<file path="config.mk">
export PLATFORM = sky130hd
export DESIGN_NAME = uart_packet_arbiter
export DESIGN_NICKNAME = d
export VERILOG_FILES = /design/src/rtl/uart_packet_arbiter.sv
export SDC_FILE = /design/constraint.sdc
export NUM_CORES = 1
export LEC_CHECK = 0
export CAP_MARGIN = 20
export CORE_MARGIN = 8
export CORE_UTILIZATION = 35
export CTS_CLUSTER_DIAMETER = 120
export DETAILED_ROUTE_END_ITERATION = 10
export MAX_ROUTING_LAYER = met4
export PLACE_DENSITY = 0.61
export SKIP_LAST_GASP = 1
export SLEW_MARGIN = 10
export SYNTH_ARGS = -nofsm -noshare
export SYNTH_HDL_FRONTEND = slang
export SYNTH_SLANG_ARGS = --single-unit
</file>
<file path="constraint.sdc">
create_clock -name clk -period 2.6 [get_ports clk]
set_input_delay 0.26 -clock clk [delete_from_list [all_inputs] [get_ports clk]]
set_output_delay 0.26 -clock clk [all_outputs]
set_load 0.01 [all_outputs]
</file>
<file path="src/rtl/uart_packet_arbiter.sv">
// Shares one UART transmitter between two player packet sources: sends on change or keepalive
// expiry, stamps the player ID into bit 6, round-robin on ties, start/busy handshake with timeout.
module uart_packet_arbiter #(
   parameter int KEEPALIVE_CYCLES = 1_000_000,
   parameter int BUSY_TIMEOUT     = 16
) (
   input  logic       clk,
   input  logic       rst,
   input  logic       enable,
   input  logic [7:0] pkt0,
   input  logic [7:0] pkt1,
   input  logic       tx_busy,
   output logic       tx_start,
   output logic [7:0] tx_data,
   output logic       last_grant,
   output logic [7:0] coalesce_cnt
);

   localparam int KA_W = $clog2(KEEPALIVE_CYCLES);
   localparam int TO_W = (BUSY_TIMEOUT > 1) ? $clog2(BUSY_TIMEOUT) : 1;
   localparam logic [KA_W-1:0] KA_MAX = KA_W'(KEEPALIVE_CYCLES - 1);
   localparam logic [TO_W-1:0] TO_MAX = TO_W'(BUSY_TIMEOUT - 1);

   typedef enum logic [1:0] {IDLE, START, WAIT_BUSY, WAIT_DONE} state_t;

   state_t          state_reg, state_next;
   logic [7:0]      tx_data_reg, tx_data_next;
   logic            grant_reg, grant_next;
   logic [TO_W-1:0] to_cnt_reg, to_cnt_next;
   logic [7:0]      coal_reg, coal_next;
   logic [8:0]      coal_sum;
   logic            grant_sel;

   logic [1:0][7:0] pkt_in;
   logic [1:0][7:0] masked;
   logic [1:0]      pend;
   logic [1:0]      commit;
   logic [1:0]      coal_hit;
   logic [7:0]      committed;
   logic            unused_bits;

   assign pkt_in      = {pkt1, pkt0};
   assign unused_bits = ^{pkt0[6], pkt1[6]};
   // The byte that was actually handed to the UART, with the ID stripped again.
   assign committed   = {tx_data_reg[7], 1'b0, tx_data_reg[5:0]};

   genvar gi;
   generate
      for (gi = 0; gi < 2; gi++) begin : g_chan
         localparam logic CH = (gi == 1);

         logic [7:0]      last_sent_reg;
         logic [7:0]      prev_reg;
         logic            sent_valid_reg;
         logic            pend_reg, pend_next;
         logic [KA_W-1:0] ka_reg;
         logic            request;

         assign masked[gi]   = {pkt_in[gi][7], 1'b0, pkt_in[gi][5:0]};
         assign commit[gi]   = (state_reg == WAIT_BUSY) && tx_busy && (grant_reg == CH);
         assign request      = !sent_valid_reg || (masked[gi] != last_sent_reg) || (ka_reg == KA_MAX);
         assign pend[gi]     = pend_reg;
         assign coal_hit[gi] = pend_reg && (masked[gi] != prev_reg);

         // A commit overrides a fresh request unless the packet moved on during the transfer.
         always_comb begin
            pend_next = pend_reg;
            if (!enable) begin
               pend_next = 1'b0;
            end else begin
               if (request)
                  pend_next = 1'b1;
               if (commit[gi])
                  pend_next = (masked[gi] != committed);
            end
         end

         always_ff @(posedge clk or negedge rst) begin
            if (!rst) begin
               last_sent_reg  <= 8'h00;
               prev_reg       <= 8'h00;
               sent_valid_reg <= 1'b0;
               pend_reg       <= 1'b0;
               ka_reg         <= '0;
            end else begin
               prev_reg <= masked[gi];
               pend_reg <= pend_next;
               if (commit[gi]) begin
                  last_sent_reg  <= committed;
                  sent_valid_reg <= 1'b1;
                  ka_reg         <= '0;
               end else if (ka_reg != KA_MAX) begin
                  ka_reg <= ka_reg + KA_W'(1);
               end
            end
         end
      end
   endgenerate

   assign coal_sum  = {1'b0, coal_reg} + 9'(coal_hit[0]) + 9'(coal_hit[1]);
   assign coal_next = coal_sum[8] ? 8'hFF : coal_sum[7:0];

   always_comb begin
      state_next   = state_reg;
      tx_data_next = tx_data_reg;
      grant_next   = grant_reg;
      to_cnt_next  = to_cnt_reg;
      tx_start     = 1'b0;
      grant_sel    = (pend == 2'b11) ? ~grant_reg : pend[1];
      case (state_reg)
         IDLE: begin
            if (!tx_busy && (pend != 2'b00)) begin
               tx_data_next = {pkt_in[grant_sel][7], grant_sel, pkt_in[grant_sel][5:0]};
               grant_next   = grant_sel;
               state_next   = START;
            end
         end
         START: begin
            tx_start    = 1'b1;
            to_cnt_next = '0;
            state_next  = WAIT_BUSY;
         end
         WAIT_BUSY: begin
            // A timeout abandons the attempt without commit; pend stays set so IDLE retries.
            if (tx_busy)
               state_next = WAIT_DONE;
            else if (to_cnt_reg == TO_MAX)
               state_next = IDLE;
            else
               to_cnt_next = to_cnt_reg + TO_W'(1);
         end
         WAIT_DONE: begin
            if (!tx_busy)
               state_next = IDLE;
         end
         default: state_next = IDLE;
      endcase
   end

   always_ff @(posedge clk or negedge rst) begin
      if (!rst) begin
         state_reg   <= IDLE;
         tx_data_reg <= 8'h00;
         grant_reg   <= 1'b1;
         to_cnt_reg  <= '0;
         coal_reg    <= 8'h00;
      end else begin
         state_reg   <= state_next;
         tx_data_reg <= tx_data_next;
         grant_reg   <= grant_next;
         to_cnt_reg  <= to_cnt_next;
         coal_reg    <= coal_next;
      end
   end

   assign tx_data      = tx_data_reg;
   assign last_grant   = grant_reg;
   assign coalesce_cnt = coal_reg;

endmodule
</file>
======== After elaboration in Yosys (flattened, before gate mapping) ========
Cells that the tools add are included.
W data, S select, Z words.
cells by class
  $add $sub $neg .......................... 5
  magnitude comparators ................... 1
  equal/unequal tests ..................... 22
  multiplexer cells ....................... 23
  bitwise logic cells ..................... 1
  reductions and logical operators ........ 21
operator list
  cell                     count
  $mux W20                 4
  $ne A7 B7 Y1             6
  $add A20 B1 Y20 const B  2
  $eq A20 B20 Y1 const B   2
  $ne A20 B20 Y1 const B   2
  $mux W8                  3
  $add A8 B1 Y9            1
  $add A9 B1 Y9            1
  $mux W1                  8
  $mux W2                  4
  $mux W4                  2
  $ne A2 B2 Y1 const B     4
  $pmux W2 S4              1
  $pmux W4 S2              1
  $reduce_bool A2 Y1       4
  $eq A2 B2 Y1 const B     3
  $logic_and A1 B1 Y1      6
  $ne A3 B1 Y1 const B     2
  $reduce_and A3 Y1        2
  $add A4 B1 Y4 const B    1
  $eq A4 B4 Y1 const B     1
  $logic_or A1 B1 Y1       4
  $logic_not A1 Y1         3
  $ne A3 B2 Y1 const B     1
  other kinds (5)          5
word-level totals
  flip-flop bits (word level) ............. 95
  input bits .............................. 20
  output and inout port bits .............. 18
  logic and storage cells ................. 88

======== Logic depth before layout (Yosys ltp) ========
  depth after elaboration ................. 6
  gate-level depth with buffers ........... 10
  gate-level depth less buffers ........... 10

======== Worst setup path after synthesis ========
Ideal clock, no wire load.
  path kind ............................... flip-flop to flip-flop
  start ................................... register g_chan[1].prev_reg[0]
  end ..................................... register coal_reg[7], in the netlist coalesce_cnt[7]
  library setup time ...................... 0.125 ns
  arrival ................................. 1.802 ns
  data required time ...................... 2.475 ns
  setup slack ............................. 0.673 ns
  stages on the path, launching flop included .. 9
  path buffers ............................ 0
  period minus slack after synthesis ...... 1.927 ns
  cells stage by stage .................... dfrtp_1 xor2_1 o41ai_1 fa_1 inv_1 ha_1 nand2_1 nand2_1 mux2_2
on the way
  cells in the longest elaborated chain, start to end .. 4
ends and longest elaborated chain
  item                      line  text
  start: declaration        53    logic [7:0] prev_reg;
  start signal: assignment  86    prev_reg <= masked[gi];
  $ne A7 B7 Y1              63    assign coal_hit[gi] = pend_reg && (masked[gi] != prev_reg);
  $logic_and A1 B1 Y1       63
  $add A9 B1 Y9             100   assign coal_sum = {1'b0, coal_reg} + 9'(coal_hit[0]) + 9'(coal_hit[1]);
  $mux W8                   101   assign coal_next = coal_sum[8] ? 8'hFF : coal_sum[7:0];
  net coal_next[7]          30    logic [7:0] coal_reg, coal_next;
  end signal: assignment    152   coal_reg <= coal_next;
  end: declaration          30
The timed path passes the listed nets, and every way through them passes these cells.
A chain may end at the register's enable or synchronous reset.

======== Final worst setup path ========
  start ................................... input port pkt1[1]
  end ..................................... register coal_reg[1], in the netlist coalesce_cnt[1]
on the way
  cells in the longest elaborated chain, start to end .. 4
ends and longest elaborated chain
  item                 line  text
  start: declaration   11    input logic [7:0] pkt1,
  $ne A7 B7 Y1         63
  $logic_and A1 B1 Y1  63
  $add A9 B1 Y9        100
  $mux W8              101
  net coal_next[1]     30
The timed path passes the listed nets, and every way through them passes these cells.

==> impl_metrics.tcl <==
set metrics [dict create \
    status "finished clean" \
    syn_to_final_growth_pct 22.8 \
    nNetsFinal 528 \
    avgSynthCellArea_um2 10.3 \
    grt_first_pass_wirelength_um 16400 \
    setup_slack_ps 334 \
    worstPathRequired_ps 2820 \
    drc 0 \
    cp_top_family "buffers and inverters" \
    wirelength_um 9530 \
    path_clk_slew_ps 60 \
    clk_path_buf_depth 2 \
    vdd_drop_max_uv 570 \
    antenna_cells_inserted 0 \
    wire_per_inst_um 14.0 \
    slowest_stage "clkdlybuf4s50_1" \
    grt_pass1_vias 3334 \
    ys_types 40 \
    max_stage_delay_ps 510 \
    cp.arrival_ps 2490 \
    hold_viol_final 0 \
    synth.area.top_cells "dfrtp_1 (52%), xor2_1 (7.3%), xnor2_1 (6.9%), nand2_1 (4.8%), nor2_1 (3.8%)" \
    cts_setup_buffers 0 \
    synth_edf_count 0 \
    fin_cells 680 \
    dieHeight_um 130 \
    via_per_inst 4.90 \
    worstSetupPathType "primary input to register" \
    gp_congestion 0.763 \
    cts_tree "built" \
    start_kind "primary input" \
    dr.pass1.iters 4 \
    yosys_warnings 0 \
    die-area_um2 16900 \
    finalPower_mw 5.25 \
    end_kind "register" \
    detail-route-antenna-nets 0 \
    drive_gt1_share_pct 11.8 \
    antenna_found_initial 0 \
    crit_chain "clkdlybuf4s50_1 -> xnor2_1 -> nand4_1 -> o41ai_1 -> buf_4 -> fa_1 -> inv_1 -> ha_1 -> nand2_1 -> nor2_1 -> nand3_1 -> nand2b_1" \
    finalCritPeriodShare_pct 87.2 \
    start_util_pct 35.8 \
    tns_ps 0 \
    cts_htree_levels 3 \
    clk-insertion-delay-late_ps 340 \
    critPathBufInv 3 \
    syn_inst 442 \
    die_x_um 130 \
    timing.slew.headroom_pct 65.2 \
    dp_cells 663 \
    ioPinCount 38 \
    largest_reg_flops 40 \
    place_ws_ps -8.02 \
    io_buffers 35 \
    setup_viol 0 \
    synth.top_cell.area_share_pct 51.8 \
    row_count 41 \
    post_cts_resized 0 \
    cts_root_buffer "clkbuf_16" \
    synth_seq_cells 95 \
    drv_cap 0 \
    grt.overflow.total 0 \
    syn_nets 467 \
    cts_num_sinks 95 \
    synth_most_common_cell "dfrtp_1" \
    async_flop_share_pct 100 \
    core_um2 12700 \
    cts_buffers 9 \
    min_period_ps 2270 \
    rsz0062_at_grt "false" \
    vias 3330 \
    critical_path.max_fanout 6 \
    ys_seq_area_share_pct 52.4 \
    synth_area_um2 4540 \
    yosys.area.top_type "dfrtp_1" \
    drt_iter0_drc 153 \
    powerDensity_nw_per_um2 941 \
    finalMaxSlewViolations 0 \
    synth.top_cells.by_count "dfrtp_1 (94), nand2_1 (58), nor2_1 (46), xor2_1 (38), xnor2_1 (36)" \
    p_leak_nw 2.43 \
    place_hpwl_um 6810 \
    tightest_slew_ps 518 \
    finalClockSkew_ps 7.26 \
    grt_max_degree 40 \
    gr-usage-all-layers_pct 12.7 \
    synth_flop_cell "dfrtp_1" \
    hold_path.class "primary input to async pin" \
    max_freq_ghz 0.441 \
]
cells by family after synthesis:
| family | share of synthesized area, % |
|---|---|
| flops | 52.4 |
| mux | 5.15 |
| simple gates | 20.6 |
| fa+ha+maj | 1.54 |
| buf+inv | 1.79 |
| compound gates | 4.24 |
| xor+xnor | 14.3 |
layout by cell type (no fill, tap or decap), types with 2 or more instances in the layout:
| cell type | instances |
|---|---|
| nand3_1 | 23 |
| nor4_1 | 7 |
| ha_1 | 4 |
| nor2_1 | 46 |
| o21a_1 | 2 |
| dfrtp_1 | 94 |
| xnor2_1 | 36 |
| inv_1 | 8 |
| o41ai_1 | 2 |
| nand2_1 | 58 |
| or3_1 | 5 |
| clkbuf_16 | 9 |
| clkinv_2 | 4 |
| mux2i_1 | 11 |
| and2_1 | 2 |
| nor3_1 | 7 |
| clkbuf_1 | 2 |
| mux2_2 | 11 |
| xor2_1 | 38 |
| and3_1 | 7 |
| a21oi_1 | 9 |
| nand4_1 | 16 |
| nor3_2 | 3 |
| o21ai_0 | 16 |
| buf_4 | 27 |
| clkdlybuf4s50_1 | 34 |
| a21boi_0 | 2 |
| and4_1 | 3 |
| or4_1 | 2 |
| nand2b_1 | 5 |
cell type report:
cell class                 count  area [µm²]
clock buffer                  11         233
clock inverter                 5        50.0
fill                        1235        7100
inverter                       8        30.0
multi-input combinational    326        2100
sequential                    95        2380
tap                          172         215
timing repair buffer          63         573
power by group:
group | internal (mW) | switching [mW] | total [mW] | leakage (nW)
sequential | 1.94 | 0.511 | 2.45 | 1.20
combinational | 0.835 | 0.697 | 1.53 | 1.08
clock | 0.739 | 0.529 | 1.27 | 0.143
layer usage:
metal  up-vias  track usage (%)  wire length (µm)
li1       1626                -                 -
met2        48             18.9              4410
met1      1645             16.4              4500
met5         -                -                 0
met3        11             3.75               496
met4         0             3.55               118
what timing repair did:
action / 4_1_cts / 5_1_grt
endpoints found under the setup margin: 0 / 0
endpoints found under the hold margin: 35 / 0
hold buffers: 1 / 0
worst paths after layout:
kind | start | end | slack [ps] | depth (start not counted)
min in group clk | g_chan[0].sent_valid_reg | g_chan[0].sent_valid_reg | 480 | 1
max in group asynchronous | rst | g_chan[1].ka_reg[19] | 1520 | 3
max | pkt1[1] | coalesce_cnt[1] | 330 | 12
max reg2reg | g_chan[1].prev_reg[2] | coalesce_cnt[1] | 360 | 11
min | rst | to_cnt_reg[2] | 430 | 2
min reg2reg | g_chan[0].sent_valid_reg | g_chan[0].sent_valid_reg | 480 | 1
stage by stage:
step | hold WS [ps] | utilization, % | instance area (µm²)
floorplan | -35.6 | - | 4540
global placement | 257 | 41.7 | 5280
detailed placement | 263 | 41.7 | 5280
CTS | 435 | 44.0 | 5580
global route | 467 | 44.0 | 5580
finish | 427 | 44.0 | 5580
No activity file was read; power rests on OpenSTA's default activity.
